<file path="src/rtl/axi_adc_jesd204_pkg.sv">
// PN select codes and PRBS orders shared by the JESD204 ADC/DAC channels.
package axi_adc_jesd204_pkg;

  localparam logic [3:0] PN_SEL_NPN7  = 4'h4;
  localparam logic [3:0] PN_SEL_NPN15 = 4'h5;
  localparam logic [3:0] PN_SEL_PN7   = 4'h6;
  localparam logic [3:0] PN_SEL_PN15  = 4'h7;
  localparam logic [3:0] PN_SEL_IDLE  = 4'h0;

  // x^K + x^(K-1) + 1; the second tap is always ORDER-1.
  localparam int unsigned PN7_ORDER    = 7;
  localparam int unsigned PN15_ORDER   = 15;
  localparam int unsigned SAMPLE_WIDTH = 16;

  typedef enum logic {
    PNMON_OOS  = 1'b0,
    PNMON_SYNC = 1'b1
  } pnmon_state_e;

  // Inverted-pattern selects.
  function automatic logic pn_sel_is_inv(input logic [3:0] sel);
    return (sel == PN_SEL_NPN7) || (sel == PN_SEL_NPN15);
  endfunction

  // PN7-based selects (plain or inverted).
  function automatic logic pn_sel_is_pn7(input logic [3:0] sel);
    return (sel == PN_SEL_PN7) || (sel == PN_SEL_NPN7);
  endfunction

  // Any code outside 4'h4..4'h7 parks the monitor.
  function automatic logic pn_sel_is_idle(input logic [3:0] sel);
    return (sel != PN_SEL_NPN7) && (sel != PN_SEL_NPN15) &&
           (sel != PN_SEL_PN7)  && (sel != PN_SEL_PN15);
  endfunction

endpackage

</file>
<file path="src/rtl/ad_pn_next.sv">
// Next WIDTH-bit PN word from the low ORDER bits of the previous word.
module ad_pn_next #(
  parameter int unsigned ORDER = 15,
  parameter int unsigned WIDTH = 64
) (
  input  logic [ORDER-1:0] seed,
  output logic [WIDTH-1:0] word_c
);

  // Bits resolve MSB first: each depends only on older (higher) positions.
  function automatic logic [WIDTH-1:0] pn_next(input logic [ORDER-1:0] s);
    logic [ORDER+WIDTH-1:0] st;
    st = {s, {WIDTH{1'b0}}};
    for (int i = WIDTH - 1; i >= 0; i--) begin
      st[i] = st[i+ORDER] ^ st[i+ORDER-1];
    end
    return st[WIDTH-1:0];
  endfunction

  assign word_c = pn_next(seed);

endmodule

</file>
<file path="src/rtl/axi_adc_jesd204_pnmon.sv">
// PN7/PN15 receive monitor: lock FSM, per-beat error pulse, saturating count.
module axi_adc_jesd204_pnmon
  import axi_adc_jesd204_pkg::*;
#(
  parameter int unsigned DATA_PATH_WIDTH = 4,
  parameter int unsigned OOS_THRESHOLD   = 16,
  parameter int unsigned ERRCNT_WIDTH    = 16
) (
  input  logic                                  adc_clk,
  input  logic                                  adc_rstn,
  input  logic                                  adc_valid,
  input  logic [DATA_PATH_WIDTH*SAMPLE_WIDTH-1:0] adc_data,
  input  logic [3:0]                            adc_pn_sel,
  input  logic                                  adc_pn_err_clr,
  output logic                                  adc_pn_oos,
  output logic                                  adc_pn_err,
  output logic [ERRCNT_WIDTH-1:0]               adc_pn_err_count
);

  localparam int unsigned DW        = DATA_PATH_WIDTH * SAMPLE_WIDTH;
  localparam int unsigned RUN_WIDTH = 8;
  localparam logic [RUN_WIDTH-1:0] RUN_LAST = RUN_WIDTH'(OOS_THRESHOLD - 1);

  logic [DW-1:0]         word_in;
  logic [DW-1:0]         w_q;
  logic [PN15_ORDER-1:0] p_q;
  logic                  w_vld_q, p_vld_q, upd_q;
  logic [3:0]            sel_q;
  logic [DW-1:0]         e7_word, e15_word, exp_word;
  logic                  sel_chg, cmp_en, match;

  pnmon_state_e          state_q, state_d;
  logic [RUN_WIDTH-1:0]  run_q, run_d;
  logic                  err_d, oos_q, err_q;
  logic [ERRCNT_WIDTH-1:0] cnt_q;

  assign sel_chg = (adc_pn_sel != sel_q) || pn_sel_is_idle(adc_pn_sel);

  // Undo the sample swizzle and strip the optional inversion.
  always_comb begin
    word_in = '0;
    for (int i = 0; i < int'(DATA_PATH_WIDTH); i++) begin
      word_in[i*SAMPLE_WIDTH +: SAMPLE_WIDTH] =
        adc_data[(int'(DATA_PATH_WIDTH) - 1 - i)*SAMPLE_WIDTH +: SAMPLE_WIDTH];
    end
    if (pn_sel_is_inv(adc_pn_sel)) word_in = ~word_in;
  end

  // Stage 1: current/previous word and their valid flags.
  always_ff @(posedge adc_clk or negedge adc_rstn) begin
    if (!adc_rstn) begin
      w_q     <= '0;
      p_q     <= '0;
      w_vld_q <= 1'b0;
      p_vld_q <= 1'b0;
      upd_q   <= 1'b0;
      sel_q   <= PN_SEL_IDLE;
    end else begin
      sel_q <= adc_pn_sel;
      upd_q <= adc_valid;
      if (adc_valid) begin
        w_q <= word_in;
        p_q <= w_q[PN15_ORDER-1:0];
      end
      if (sel_chg) begin
        w_vld_q <= adc_valid;
        p_vld_q <= 1'b0;
      end else if (adc_valid) begin
        w_vld_q <= 1'b1;
        p_vld_q <= w_vld_q;
      end
    end
  end

  ad_pn_next #(.ORDER(PN7_ORDER), .WIDTH(DW)) i_pn7 (
    .seed   (p_q[PN7_ORDER-1:0]),
    .word_c (e7_word)
  );

  ad_pn_next #(.ORDER(PN15_ORDER), .WIDTH(DW)) i_pn15 (
    .seed   (p_q),
    .word_c (e15_word)
  );

  assign exp_word = pn_sel_is_pn7(sel_q) ? e7_word : e15_word;
  assign cmp_en   = upd_q && p_vld_q;
  // All-zero words are an LFSR lockup and never count as a match.
  assign match    = (w_q == exp_word) && (w_q != '0);

  // Lock FSM next state, run counter and error strobe.
  always_comb begin
    state_d = state_q;
    run_d   = run_q;
    err_d   = 1'b0;
    if (sel_chg) begin
      state_d = PNMON_OOS;
      run_d   = '0;
    end else if (cmp_en) begin
      case (state_q)
        PNMON_OOS: begin
          if (!match) begin
            run_d = '0;
          end else if (run_q == RUN_LAST) begin
            state_d = PNMON_SYNC;
            run_d   = '0;
          end else begin
            run_d = run_q + RUN_WIDTH'(1);
          end
        end
        PNMON_SYNC: begin
          if (match) begin
            run_d = '0;
          end else begin
            err_d = 1'b1;
            if (run_q == RUN_LAST) begin
              state_d = PNMON_OOS;
              run_d   = '0;
            end else begin
              run_d = run_q + RUN_WIDTH'(1);
            end
          end
        end
        default: begin
          state_d = PNMON_OOS;
          run_d   = '0;
        end
      endcase
    end
  end

  // Stage 2: FSM state and registered status outputs.
  always_ff @(posedge adc_clk or negedge adc_rstn) begin
    if (!adc_rstn) begin
      state_q <= PNMON_OOS;
      run_q   <= '0;
      oos_q   <= 1'b1;
      err_q   <= 1'b0;
    end else begin
      state_q <= state_d;
      run_q   <= run_d;
      oos_q   <= (state_d == PNMON_OOS);
      err_q   <= err_d;
    end
  end

  // Saturating error counter; clear has priority over an increment.
  always_ff @(posedge adc_clk or negedge adc_rstn) begin
    if (!adc_rstn) begin
      cnt_q <= '0;
    end else if (adc_pn_err_clr) begin
      cnt_q <= '0;
    end else if (err_d && (cnt_q != '1)) begin
      cnt_q <= cnt_q + ERRCNT_WIDTH'(1);
    end
  end

  assign adc_pn_oos       = oos_q;
  assign adc_pn_err       = err_q;
  assign adc_pn_err_count = cnt_q;

endmodule
</file>
<file path="config.mk">
export PLATFORM = sky130hd
export DESIGN_NAME = axi_adc_jesd204_pnmon
export DESIGN_NICKNAME = d
export VERILOG_FILES = /design/src/rtl/axi_adc_jesd204_pkg.sv /design/src/rtl/ad_pn_next.sv /design/src/rtl/axi_adc_jesd204_pnmon.sv
export SDC_FILE = /design/constraint.sdc
export NUM_CORES = 1
export LEC_CHECK = 0
export ABC_AREA = 1
export BUFFER_PORTS_ARGS = -buffer_cell sky130_fd_sc_hd__buf_4
export CAP_MARGIN = 20
export CORE_UTILIZATION = 50
export CTS_CLUSTER_SIZE = 30
export DETAILED_ROUTE_END_ITERATION = 10
export MAX_ROUTING_LAYER = met4
export PLACE_DENSITY = 0.79
export SYNTH_ARGS = -nofsm -noshare
export SYNTH_HDL_FRONTEND = slang
export SYNTH_HIERARCHICAL = 1
export SYNTH_SLANG_ARGS = --single-unit
export TNS_END_PERCENT = 1
</file>
<file path="constraint.sdc">
create_clock -name adc_clk -period 4.2 [get_ports adc_clk]
set_clock_uncertainty 0.1 [all_clocks]
set_input_delay 0.21 -clock adc_clk [delete_from_list [all_inputs] [get_ports adc_clk]]
set_output_delay 0.21 -clock adc_clk [all_outputs]
set_load 0.1 [all_outputs]
</file>
# Word-level counts from Yosys, hierarchy flattened
# Cells that the tools add are included.
[word_totals] ff_bits=113 input_bits=72 elab_cells=176
[op_classes] addsub=2 n_eq_ne=12 muxes=25 bitwise=113 reduce_logical=13
[ops] cell="$mux 64" count=2
[ops] cell="$xor 1x1->1" count=110
[ops] cell="$eq 64x64->1" count=1
[ops] cell="$not 64->64" count=1
[ops] cell="$reduce_bool 64->1" count=1
[ops] cell="$mux 8" count=5
[ops] cell="$mux 16" count=2
[ops] cell="$add 16x1->16 const B" count=1
[ops] cell="$eq 4x3->1 const B" count=4
[ops] cell="$ne 16x16->1 const B" count=1
[ops] cell="$ne 4x3->1 const B" count=4
[ops] cell="$pmux 8 s2" count=1
[ops] cell="$mux 1" count=14
[ops] cell="$add 8x1->8 const B" count=1
[ops] cell="$eq 8x4->1 const B" count=1
[ops] cell="$logic_and 1x1->1" count=6
[ops] cell="$reduce_bool 2->1" count=3
[ops] cell="$ne 4x4->1" count=1
[ops] cell="$logic_or 1x1->1" count=3
[ops] cell="$not 1->1" count=2
[ops] cell="$pmux 1 s2" count=1

# Longest topological paths before layout
# Gate-level depths: netlist of run 1.
[logic_depth] depth_word=21 mapped_depth=37 ltp_nobuf=35

# Modules after synthesis
# Netlist of run 1, hierarchy kept.
[modules_own_cells] mod="axi_adc_jesd204_pnmon" instances=1 cells_each=1195 area_per_inst_um2=7796.2 seq_area_each_um2=2829.0
[modules_own_cells] mod="ad_pn_next (i_pn7)" instances=1 cells_each=212 area_per_inst_um2=1422.6 seq_area_each_um2=0.0
[modules_own_cells] mod="ad_pn_next (i_pn15)" instances=1 cells_each=142 area_per_inst_um2=923.4 seq_area_each_um2=0.0

# Least setup slack after synthesis of run 1
# OpenSTA, ideal clock, no wires.
[synth_timing] path_kind="register to register" start="register p_q[5]" end="register cnt_q[11] (netlist: adc_pn_err_count[11])" arrival_ps=3160 path_slack_ps=819 stages_incl_launch_ff=35 path_buffers=2 period_less_slack_ps=3381 path_cell_list="dfrtp_1 -> buf_6 -> xnor2_2 -> nand2_1 -> nand2_4 -> inv_4 -> nand2_2 -> nand2_4 -> inv_4 -> nand2_2 -> nand2_4 -> nand2_1 -> nand2_2 -> nand3_2 -> nand2_4 -> inv_2 -> nand2_1 -> nand2_1 -> inv_1 -> inv_1 -> nand2_1 -> nand2_1 -> nand2_1 -> nand2_1 -> nor2_1 -> nand2_1 -> inv_1 -> nand3_1 -> nor2_2 -> nand3_2 -> nand4_4 -> nand2_4 -> buf_6 -> nand2_1 -> nand2_1"
[synth_between] elab_chain_cells=20 word_cells_on_any_way=69
[synth_rtl] element="start: declaration" line="axi_adc_jesd204_pnmon.sv:26" rtl="logic [PN15_ORDER-1:0] p_q;"
[synth_rtl] element="start signal: assignment" line="axi_adc_jesd204_pnmon.sv:63" rtl="p_q <= w_q[PN15_ORDER-1:0];"
[synth_rtl] element="$xor 1x1->1" line="ad_pn_next.sv:15" rtl="st[i] = st[i+ORDER] ^ st[i+ORDER-1];"
[synth_rtl] element="$xor 1x1->1 *" line="ad_pn_next.sv:15"
[synth_rtl] element="via e7_word[56]" line="axi_adc_jesd204_pnmon.sv:29" rtl="logic [DW-1:0] e7_word, e15_word, exp_word;"
[synth_rtl] element="$xor 1x1->1 * (2 in a row)" line="ad_pn_next.sv:15"
[synth_rtl] element="via e7_word[44]" line="axi_adc_jesd204_pnmon.sv:29"
[synth_rtl] element="$xor 1x1->1 (2 in a row)" line="ad_pn_next.sv:15"
[synth_rtl] element="$xor 1x1->1 *" line="ad_pn_next.sv:15"
[synth_rtl] element="via e7_word[25]" line="axi_adc_jesd204_pnmon.sv:29"
[synth_rtl] element="[... 2 more ...]"
[synth_rtl] element="via e7_word[13]" line="axi_adc_jesd204_pnmon.sv:29"
[synth_rtl] element="[... 2 more ...]"
[synth_rtl] element="via e7_word[1]" line="axi_adc_jesd204_pnmon.sv:29"
[synth_rtl] element="[... 1 more ...]"
[synth_rtl] element="$eq 64x64->1 *" line="axi_adc_jesd204_pnmon.sv:88" rtl="assign match = (w_q == exp_word) && (w_q != '0);"
[synth_rtl] element="$logic_and 1x1->1 *" line="axi_adc_jesd204_pnmon.sv:88"
[synth_rtl] element="$mux 1 *" line="axi_adc_jesd204_pnmon.sv:111" rtl="if (match) begin"
[synth_rtl] element="$mux 1 *" line="axi_adc_jesd204_pnmon.sv:99" rtl="case (state_q)"
[synth_rtl] element="$mux 1 *" line="axi_adc_jesd204_pnmon.sv:98" rtl="end else if (cmp_en) begin"
[synth_rtl] element="$mux 1 *" line="axi_adc_jesd204_pnmon.sv:95" rtl="if (sel_chg) begin"
[synth_rtl] element="$logic_and 1x1->1 *" line="axi_adc_jesd204_pnmon.sv:152" rtl="end else if (err_d && (cnt_q != '1)) begin"
[synth_rtl] element="$reduce_bool 2->1 (no source line) *"
[synth_rtl] element="end signal: assignment" line="axi_adc_jesd204_pnmon.sv:153" rtl="cnt_q <= cnt_q + ERRCNT_WIDTH'(1);"
[synth_rtl] element="end: declaration" line="axi_adc_jesd204_pnmon.sv:35" rtl="logic [ERRCNT_WIDTH-1:0] cnt_q;"
# Mark *: on every way through the listed nets, which the timed path passes. The rest lies on a longest branch.
# A chain may end at the register's enable or synchronous reset.

# Worst setup path in the final report of run 1
[layout_timing] start="register p_q[4]" end="register cnt_q[10] (netlist: adc_pn_err_count[10])"
[layout_between] word_cells_on_any_way=65
[layout_rtl] element="$xor 1x1->1 *" line="ad_pn_next.sv:15"
[layout_rtl] element="via e7_word[61]" line="axi_adc_jesd204_pnmon.sv:29"
[layout_rtl] element="$xor 1x1->1 * (2 in a row)" line="ad_pn_next.sv:15"
[layout_rtl] element="via e7_word[47]" line="axi_adc_jesd204_pnmon.sv:29"
[layout_rtl] element="$xor 1x1->1 * (4 in a row)" line="ad_pn_next.sv:15"
[layout_rtl] element="via e7_word[19]" line="axi_adc_jesd204_pnmon.sv:29"
[layout_rtl] element="$xor 1x1->1 *" line="ad_pn_next.sv:15"
[layout_rtl] element="via e7_word[12]" line="axi_adc_jesd204_pnmon.sv:29"
[layout_rtl] element="[... 1 more ...]"
[layout_rtl] element="via e7_word[6]" line="axi_adc_jesd204_pnmon.sv:29"
[layout_rtl] element="[... 2 more ...]"
[layout_rtl] element="$eq 64x64->1 *" line="axi_adc_jesd204_pnmon.sv:88"
[layout_rtl] element="$logic_and 1x1->1 *" line="axi_adc_jesd204_pnmon.sv:88"
[layout_rtl] element="$mux 1 *" line="axi_adc_jesd204_pnmon.sv:111"
[layout_rtl] element="$mux 1 *" line="axi_adc_jesd204_pnmon.sv:99"
[layout_rtl] element="$mux 1 *" line="axi_adc_jesd204_pnmon.sv:98"
[layout_rtl] element="$mux 1 *" line="axi_adc_jesd204_pnmon.sv:95"
[layout_rtl] element="$logic_and 1x1->1 *" line="axi_adc_jesd204_pnmon.sv:152"
[layout_rtl] element="$reduce_bool 2->1 (no source line) *"
# Marked as above.

==> metrics.txt, run 1 <==
outcome=finished, violations left; violated checks=negative hold slack; number of global-route vias before repair=about 9000; overall routing resource usage=29.79%; Yosys cell types=40; delay-heaviest family, CP=simple AND/OR/NAND/NOR gates; leakage power figure=6.322 nW; Yosys reg bits=113; initial antenna violation count=0; Net Count, Synth=1623; max incr delay on CP=0.57 ns; Worst R2R End=adc_pn_err_count[10]; WHS=-0.002835 ns; Synth Instances=1549; height of the die=144.4 um; first drt pass iteration count=5; CP startpoint kind=register; Num Clock Sinks=113; sequential standard cell area=2831 sq um; fin crit period=3.844 ns; Die X=between 100 and 150 um; Routed Wire Length=28580 um; htree depth=4; CTS Root Cell=clkbuf_16; Post-synth EDFFs=0; Slew HR=40.65%; full die area=between 20000 and 25000 sq um; fin area=12180 sq um; Tightest Pin Transition=0.8902 ns; clk_lat worst skew=0.43 ns; CTS tree=built; synthesized area=10140 sq um; initial DRC count=792; Max Slew Vio Count=0; CP max stage cell=dfrtp_1; Setup violations, final=0; async set or reset register ratio after synthesis=100.0%; YS warnings=6; Clock transition at path regs=approximately 0.060 ns; synth-to-layout area growth=20.07%; nets@finish=1755; routability cong.=0.9628; Worst EP required=4.47 ns; clock buffer depth=2; Placed Area=between 10000 and 15000 sq um; critical path type=reg -> reg; Period Utilization, post-route=91.51%; P per Cell Area=529.5 nW/um^2; cells on worst reg2reg path=27; # IOs=90; Rows=between 50 and 60; f_max=260.2 MHz; largest net degree at the start of global routing=109; min-delay src=adc_data[60]; Max-cap violations=0; hold depth=3; Peak supply drop=0.3218 mV; via count=9939; number of CTS-inserted buffers=17; RSZ-0062 raised after global routing=false; gr ovfl total=0; Main synth FF type=dfrtp_1; final setup TNS=0 ns; first-pass GRT wire length=46150 um; Worst R2R Setup Slack=0.36 ns; n_diodes=0; final hold vios=2; ANT nets after route=0; core area=between 15000 and 20000 sq um; crit path buf inv count=3; Initial Utilization=51.60%; Seq/Total Area, Yosys=27.89%; vias per cell=approximately 5.1; reg2reg start=p_q[4]; crit-path most repeated cell=nand2_1; detailed placer's ending HPWL=~21000 um; fillcell total=1783; number of port buffers=89; remaining design rule violation count=0; DR WL/cell=roughly 15 um; multi-input logic area=6362 sq um; Hold EP=w_q[12]; CP Capture Type=register; Crit Path Max Fanout=16; WP data arrival=4.11 ns; worst hold path class=in -> reg; Final Power=6.449 mW; mean post-synth cell area=6.548 sq um; share of cells above drive strength 1=14.60%
[repair_timing]
| item | in CTS | in global routing |
|---|---|---|
| setup buffers | 0 | 2 |
| endpoints found under the hold margin | 76 | 0 |
| resized for setup | 0 | 3 |
| setup endpoints to repair | 0 | 24 |
| hold buffers | 50 | 0 |
[worst reg2reg max path: cells and delay by family, from the launching register on]
| kind | cells | cell delay [ns] |
|---|---|---|
| xor+xnor | 1 | 0.29 |
| buf+inv | 3 | 0.49 |
| flops | 1 | 0.57 |
| simple gates | 23 | 2.33 |
[per-stage QoR]
stage | worst slack, ns | std cells | hold WS [ns] | utilization, %
floorplan | 0.8190 | 1549 | -0.1856 | -
global placement | 0.2692 | 1874 | 0.05578 | 56.32
detailed placement | 0.2122 | 1874 | 0.05705 | 56.32
CTS | 0.1919 | 1954 | 0.0001335 | 61.76
global route | 0.01617 | 1957 | 0.02026 | 61.96
finish | 0.3564 | 1957 | -0.002835 | 61.96
[layout by cell type (no fill, tap or decap), drive strengths merged, types with 3 or more instances in the layout]
cell type	netlist	final
xnor3	6	6
nor2	90	90
xnor2	20	20
nand3	122	122
xor2	136	136
clkinvlp	0	3
nor3	12	12
nand4	10	10
inv	188	189
a21oi	3	3
dlygate4sd3	0	50
clkinv	3	7
buf	19	109
dfrtp	112	112
clkbuf	27	20
nand2	673	673
o211ai	16	16
o21ai	104	104
[logic make-up (layout without fill, tap and decap cells)]
| logic type | after synthesis | count (layout) | synth area share [%] |
|---|---|---|---|
| AOI/OAI and AO/OA | 125 | 125 | 6.612 |
| xor gates and xnor gates | 162 | 162 | 17.41 |
| DFF | 113 | 113 | 27.89 |
| adders and majority gates | 2 | 2 | 0.2467 |
| buffers and inverters | 237 | 380 | 9.524 |
| and+or+nand+nor | 910 | 910 | 38.32 |
[routing by layer]
metal	track usage [%]	share of wire [%]
met5	-	0
met4	10.14	2.7
met3	4.901	4.9
met2	46.91	46
met1	38.78	46
[state kept, by name, summed over array words and instances, names as in the netlist]
| name | flops |
|---|---|
| adc_pn_err | 1 |
| adc_pn_err_count | 16 |
| adc_pn_oos | 1 |
| p_q | 15 |
| p_vld_q | 1 |
| run_q | 8 |
| sel_q | 4 |
| state_q | 1 |
| upd_q | 1 |
| w_q | 64 |
| w_vld_q | 1 |
[cell usage after synthesis, types with 2 or more instances]
| library cell | count | area, sq um |
|---|---|---|
| nand3_1 | 116 | 580.6 |
| o21ai_0 | 98 | 490.5 |
| nor2_2 | 4 | 25.02 |
| nand3_2 | 6 | 60.06 |
| clkinv_1 | 2 | 7.510 |
| inv_1 | 171 | 641.9 |
| nor3_1 | 12 | 60.06 |
| nand2_1 | 627 | 2354 |
| xor2_1 | 117 | 1025 |
| nor4_1 | 2 | 12.51 |
| nand2_2 | 33 | 206.5 |
| xnor2_2 | 3 | 48.80 |
| inv_4 | 3 | 18.77 |
| o211ai_1 | 16 | 120.1 |
| nand2_4 | 11 | 123.9 |
| a21oi_1 | 3 | 15.01 |
| nor2_1 | 85 | 319.1 |
| dfrtp_1 | 112 | 2803 |
| buf_4 | 5 | 37.54 |
| xnor2_4 | 4 | 110.1 |
| buf_6 | 5 | 56.30 |
| inv_2 | 14 | 52.55 |
| xnor3_1 | 5 | 112.6 |
| nand2_8 | 2 | 40.04 |
| xnor2_1 | 13 | 113.9 |
| o21ai_1 | 6 | 30.03 |
| xor2_4 | 2 | 55.05 |
| xor2_2 | 17 | 276.5 |
| ha_1 | 2 | 25.02 |
| nand4_1 | 9 | 56.30 |
| buf_2 | 9 | 45.04 |
| clkbuf_1 | 27 | 101.4 |
[cell type report]
class                           instances  share of cell area [%]
Clock buffer                           20                   3.750
Sequential cell                       113                   23.25
Multi-Input combinational cell       1199                   52.25
Timing Repair Buffer                  159                   11.14
Tap cell                              265                   2.723
Inverter                              191                   5.980
Clock inverter                         10                  0.9144
[worst max path at each step]
stage | from | endpoint | slack (ns) | cells after the start
final | p_q[4] | adc_pn_err_count[10] | 0.36 | 27
after CTS | p_q[5] | run_q[0] | 0.19 | 30
after global placement | p_q[5] | run_q[5] | 0.27 | 25
after floorplan | p_q[5] | adc_pn_err_count[11] | 0.82 | 34
after global routing | p_q[5] | adc_pn_err_count[4] | 0.02 | 32
after detailed placement | p_q[5] | run_q[0] | 0.21 | 25
[report_power, final]
part	switching (mW)	internal (mW)	leakage (nW)
clock network	0.532	0.893	0.274
registers	0.134	1.19	1.42
logic	2.37	1.33	4.63
total	3.04	3.41	6.32
Power figures use the tool's default switching activity.
==> inputs of run 2 (changes only) <==
--- a/config.mk
+++ b/config.mk
@@ -8,11 +8,11 @@
 export ABC_AREA = 1
 export BUFFER_PORTS_ARGS = -buffer_cell sky130_fd_sc_hd__buf_4
 export CAP_MARGIN = 20
-export CORE_UTILIZATION = 50
+export CORE_UTILIZATION = 48
 export CTS_CLUSTER_SIZE = 30
 export DETAILED_ROUTE_END_ITERATION = 10
 export MAX_ROUTING_LAYER = met4
-export PLACE_DENSITY = 0.79
+export PLACE_DENSITY = 0.77
 export SYNTH_ARGS = -nofsm -noshare
 export SYNTH_HDL_FRONTEND = slang
 export SYNTH_HIERARCHICAL = 1
==> metrics.txt, run 2 (same netlist as run 1, synthesis figures left out) <==
# IOs=90 (unchanged); Routed Wire Length=28690 um (+0.40%); vias per cell=5.059 (-0.38%); Final Power=6.592 mW (+2.2%); ANT nets after route=0 (unchanged); fin area=12320 sq um (+1.1%); overall routing resource usage=28.22% (-1.6 points); outcome=finished, final reports clean; final hold vios=0 (-2); htree depth=4 (unchanged); WP data arrival=4.04 ns (-0.07 ns); critical path type=reg -> reg; fin util=60.09% (-1.9 points); number of port buffers=89 (unchanged); Period Utilization, post-route=90.84% (-0.68 points); routability cong.=0.9616 (-0.12%); Tightest Pin Transition=1.061 ns (+0.1704 ns); Initial Utilization=49.49% (-2.1 points); first-pass GRT wire length=46840 um (+1.5%); CTS tree=built; Clk pwr share=23.9% (+1.8 points); Num Clock Sinks=113 (unchanged); CTS Root Cell=clkbuf_16; full die area=21720 sq um (+4.1%); Clock transition at path regs=0.06 ns (about the same); number of CTS-inserted buffers=17 (unchanged); gr ovfl total=0 (unchanged); Sw Share=46.32% (-0.82 points); clock buffer depth=2 (unchanged); CP Capture Type=register; Worst R2R Setup Slack=0.38 ns (+0.03 ns); remaining design rule violation count=0 (unchanged); synth-to-layout area growth=21.43%; Psw=3.054 mW (+0.45%); Crit Path Max Fanout=16 (unchanged); f_max=262.1 MHz (+0.74%); placed cell count=1881 (+0.37%); first drt pass iteration count=5 (unchanged); number of flip-flops in the largest register=64 (unchanged); internal power=3.538 mW (+3.8%); Placed Area=11090 sq um (+0.19%); leakage power figure=6.377 nW (+0.86%); core area=20490 sq um (+4.3%); Max-cap violations=0 (unchanged); Worst EP required=4.42 ns (-0.05 ns); number of global-route vias before repair=9325 (+0.51%); Post-Layout Cell Count=1971 (+0.72%); fillcell total=1853 (+3.9%); P per Cell Area=535.3 nW/um^2 (+1.1%); initial antenna violation count=0 (unchanged); Setup violations, final=0 (unchanged); fin crit period=3.815 ns (-0.02838 ns); initial DRC count=720 (-9.1%); final setup TNS=0 ns (unchanged); Slew HR=29.29% (-11 points); Most flops, register=w_q; largest net degree at the start of global routing=115 (+5.5%); commonest non-fill, non-tap cells in the layout=nand2_1 (625), inv_1 (170), xor2_1 (117), nand3_1 (116), dfrtp_1 (108); detailed placer's ending HPWL=20930 um (-0.47%); share of cells above drive strength 1=14.70% (+0.099 points); Max Slew Vio Count=0 (unchanged); worst hold path class=in -> reg; via count=9972 (+0.33%); Peak supply drop=0.2931 mV (-8.9%); height of the die=147.4 um (+2.0%); Seq pwr share=20.0% (-0.5 points); nets@finish=1762 (+0.40%); Die X=147.4 um (+2.0%); n_diodes=0 (unchanged); leading cell type in the layout, fill and taps excluded=nand2_1; RSZ-0062 raised after global routing=false; Rows=52 (+2.0%); clk_lat worst skew=0.43 ns (about the same); CP startpoint kind=register; Gate power share=56.0% (-1.5 points); DR WL/cell=14.56 um (-0.31%)
## run 2: cell types whose count changed in the layout (fill, tap and decap cells not counted), sizes merged
cell and delta:
inv +1, clkinvlp -1, buf -1, dlygate4sd3 +8
bufinv +2
## run 2: final cells by class
class / count / area [sq um] / share of cell area, %
multi-input cells: 1199 / 6362 / 51.66
flip-flops and latches: 113 / 2834 / 23.01
repair buffers: 166 / 1416 / 11.50
inverters: 191 / 728.2 / 5.913
clock buffers: 20 / 456.7 / 3.708
well taps: 270 / 337.8 / 2.743
clock inverters: 12 / 180.2 / 1.463
## run 2: power groups by stage
| stage | Sequential, mW | Combinational [mW] | Clock [mW] |
|---|---|---|---|
| finish | 1.32 | 3.69 | 1.58 |
| global route | 1.34 | 4.11 | 1.65 |
| CTS | 1.32 | 3.64 | 1.60 |
| detailed placement | 1.33 | 3.57 | 0 |
| global placement | 1.33 | 3.52 | 0 |
| floorplan | 1.33 | 2.73 | 0 |
## run 2: what timing repair did
item,in CTS,in global routing
setup buffers,0,0
resized for setup,0,5
hold endpoints to repair,122,0
setup endpoints to repair,0,24
hold buffers,58,0
## run 2: through the flow
step / setup WS, ns / hold slack, ns
2_1_floorplan: 0.8190 / -0.1856
3_3_place_gp: 0.3574 / 0.2305
3_5_place_dp: 0.3011 / 0.2319
6_report: 0.3848 / 0.006272
4_1_cts: 0.2735 / 0.002867
5_1_grt: 0.03402 / 0.01111
## run 2: worst paths after layout
path	start	end	depth (start not counted)
worst min-delay path	adc_data[18]	w_q[34]	3
worst max register to register	p_q[5]	adc_pn_err_count[9]	27
min in group asynchronous	adc_rstn	w_q[58]	2
max in group asynchronous	adc_rstn	w_q[28]	3
worst max-delay path	p_q[5]	adc_pn_err_count[9]	27
worst min register to register	w_vld_q	w_vld_q	2
## run 2: per-layer routing
layer,share of wire (%),track usage (%),vias to the layer above
met1,45,36.58,4552
li1,-,-,5038
met3,5.6,4.596,50
met5,0,-,-
met2,47,44.25,332
met4,2.9,10.57,0
## run 2: worst max-delay path, cell delays in order, from the launching register on
cell and delay [ns]:
dfrtp_2 0.47, buf_4 0.21, xnor2_4 0.30, inv_2 0.15, nand2_1 0.11, nand2_2 0.10
nand2_2 0.12, nand3_2 0.12, nand2_2 0.15, nand2_2 0.07, nand2_2 0.11, inv_2 0.08
nand2_1 0.06, nand2_1 0.09, nand2_1 0.07, nand2_1 0.07, nand2_1 0.09, nand3_1 0.07
nand2_1 0.12, nand2_1 0.06, nor2_1 0.09, nand3_1 0.09, nor2_2 0.18, nand3_2 0.13
nand4_4 0.16, nand2_4 0.16, nand2_1 0.12, nand2_1 0.05
==> inputs of run 3 (changes only) <==
--- a/config.mk
+++ b/config.mk
@@ -5,7 +5,6 @@
 export SDC_FILE = /design/constraint.sdc
 export NUM_CORES = 1
 export LEC_CHECK = 0
-export ABC_AREA = 1
 export BUFFER_PORTS_ARGS = -buffer_cell sky130_fd_sc_hd__buf_4
 export CAP_MARGIN = 20
 export CORE_UTILIZATION = 48
==> metrics.txt, run 3 <==
outcome=finished, final reports clean; # IOs=90 (unchanged); RSZ-0062 raised after global routing=false; fin util=64.39% (+4.3 points); leading cell type in the layout, fill and taps excluded=buf_4; Max-cap violations=0 (unchanged); Initial Utilization=49.68% (+0.20 points); nets@finish=1226 (-30%); remaining design rule violation count=0 (unchanged); critical path type=reg -> reg; Yosys cell types=62 (+55%); mean post-synth cell area=8.970 sq um (+37%); Tightest Pin Transition=0.9582 ns (-0.1024 ns); share of the synthesized area in the top cell type=32.28% (+4.6 points); Placed Area=9849 sq um (-11%); Worst EP required=4.45 ns (+0.03 ns); leakage power figure=4.725 nW (-26%); vias per cell=5.724 (+13%); largest net degree at the start of global routing=93 (-19%); WHS=0.2473 ns (+0.2411 ns); number of global-route vias before repair=7674 (-18%); Slew HR=36.12% (+6.8 points); full die area=18630 sq um (-14%); CTS Root Cell=clkbuf_16; Max Slew Vio Count=0 (unchanged); synth cell count leaders=xnor2_1 (153), dfrtp_1 (112), a21oi_1 (82); cell accounting for the most synthesized area=dfrtp_1; Sw Share=38.90% (-7.4 points); via count=7956 (-20%); overall routing resource usage=33.52% (+5.3 points); Yosys reg bits=113 (unchanged); Main synth FF type=dfrtp_1; Rows=48 (-7.7%); Clk pwr share=29.2% (+5.3 points); Synth Instances=968 (-38%); Most flops, register=w_q; n_diodes=0 (unchanged); f_max=245.8 MHz (-6.2%); clk_lat worst skew=0.43 ns (about the same); CP startpoint kind=register; async set or reset register ratio after synthesis=100.0% (unchanged); Post-synth EDFFs=0 (unchanged); Clock transition at path regs=0.07 ns (about the same); CP Capture Type=register; height of the die=136.5 um (-7.4%); Gate power share=44.5% (-12 points); core area=17480 sq um (-15%); Period Utilization, post-route=96.86% (+6.0 points); final hold vios=0 (unchanged); dominant cells by area after synthesis=dfrtp_1 (32%), xnor2_1 (15%), xor2_1 (8.0%), a21oi_1 (4.7%), nand3b_1 (4.5%); Psw=2.069 mW (-32%); Peak supply drop=0.3367 mV (+15%); number of port buffers=89 (unchanged); Setup violations, final=0 (unchanged); first-pass GRT wire length=44250 um (-5.5%); synthesized area=8683 sq um (-14%); Net Count, Synth=1042 (-36%); final setup TNS=0 ns (unchanged); ANT nets after route=0 (unchanged); Seq pwr share=26.2% (+6.2 points); commonest non-fill, non-tap cells in the layout=buf_4 (157), xnor2_1 (151), dfrtp_1 (110), a21oi_1 (82); detailed placer's ending HPWL=20780 um (-0.73%); internal power=3.250 mW (-8.1%); Routed Wire Length=28950 um (+0.91%); Die X=136.5 um (-7.4%); number of flip-flops in the largest register=64 (unchanged); fin crit period=4.068 ns (+0.2527 ns); CTS tree=built; initial antenna violation count=0 (unchanged); share of cells above drive strength 1=20.17% (+5.5 points); Final Power=5.320 mW (-19%); P per Cell Area=472.7 nW/um^2 (-12%); top-count cell post-synth=xnor2_1; clock buffer depth=2 (unchanged); DR WL/cell=20.83 um (+43%); initial DRC count=699 (-2.9%); fin area=11250 sq um (-8.6%); gr ovfl total=0 (unchanged); routability cong.=1.033 (+7.4%); Num Clock Sinks=113 (unchanged); worst hold path class=in -> async; first drt pass iteration count=5 (unchanged); htree depth=4 (unchanged); Crit Path Max Fanout=15 (-1); Seq/Total Area, Yosys=32.58% (+4.7 points); synth-to-layout area growth=29.60%; WP data arrival=4.32 ns (+0.28 ns); YS warnings=6 (unchanged); number of CTS-inserted buffers=17 (unchanged)
-- run 3: power by group through the flow --
stage               combinational [mW]  sequential (mW)  clock, mW
global route                      2.52             1.40       1.62
finish                            2.37             1.40       1.55
global placement                  2.21             1.40          0
detailed placement                2.20             1.40          0
CTS                               2.27             1.38       1.57
floorplan                         1.56             1.29          0
-- run 3: worst max-delay path: stages, from the launching register on --
cell	delay, ns
dfrtp_1	0.72
xnor2_1	0.22
xnor2_1	0.42
nor2b_1	0.09
o41ai_1	0.41
o221ai_1	0.24
a2111oi_2	0.49
nand4b_1	0.26
nor4_4	0.24
buf_4	0.19
nor3_2	0.08
buf_4	0.20
a21o_1	0.17
a21oi_1	0.13
-- run 3: worst paths after layout --
kind,from,endpoint,slack [ns],depth (start not counted)
max reg2reg,p_q[0],adc_pn_err_count[15],0.13,13
min,adc_rstn,p_q[2],0.25,2
max,p_q[0],adc_pn_err_count[15],0.13,13
min in group adc_clk,adc_valid,upd_q,0.26,1
min reg2reg,w_vld_q,w_vld_q,0.38,1
max in group asynchronous,adc_rstn,w_q[25],2.81,3
-- run 3: kinds of logic (layout without fill, tap and decap cells) --
| logic type | after synthesis | in the layout | synth area share, % |
|---|---|---|---|
| compound gates | 148 | 148 | 10.73 |
| xor+xnor | 241 | 241 | 25.81 |
| fa+ha+maj | 2 | 2 | 0.2881 |
| buf+inv | 120 | 317 | 6.066 |
| flops | 113 | 113 | 32.58 |
| mux | 37 | 37 | 4.510 |
| simple gates | 307 | 307 | 20.01 |
-- run 3: metrics by stage --
step           instances  setup slack, ns
2_1_floorplan        968           0.5738
3_3_place_gp        1283          0.08738
3_5_place_dp        1283          0.07035
4_1_cts             1385          0.06166
5_1_grt             1390         0.008432
6_report            1390           0.1320
-- run 3: timing repair --
item	CTS	global route
endpoints found under the setup margin	0	24
buffers inserted	0	5
resized for setup	0	7
hold buffers	70	0
endpoints found under the hold margin	127	0
-- run 3: layout make-up --
type | instances | area (sq um)
clock buffers | 17 | 425.4
clock inverters | 15 | 197.7
fillers | 1441 | 6223
inverters | 55 | 206.4
multi-input cells | 735 | 5371
flip-flops and latches | 113 | 2831
well taps | 225 | 281.5
repair buffers | 230 | 1939
-- run 3: metal layers --
metal  up-vias  share of wire [%]  track usage, %
met5         -                  0               -
met2       324                 46           51.04
li1       3687                  -               -
met1      3889                 44           43.61
met3        56                7.7           8.259
met4         0                2.6           10.80
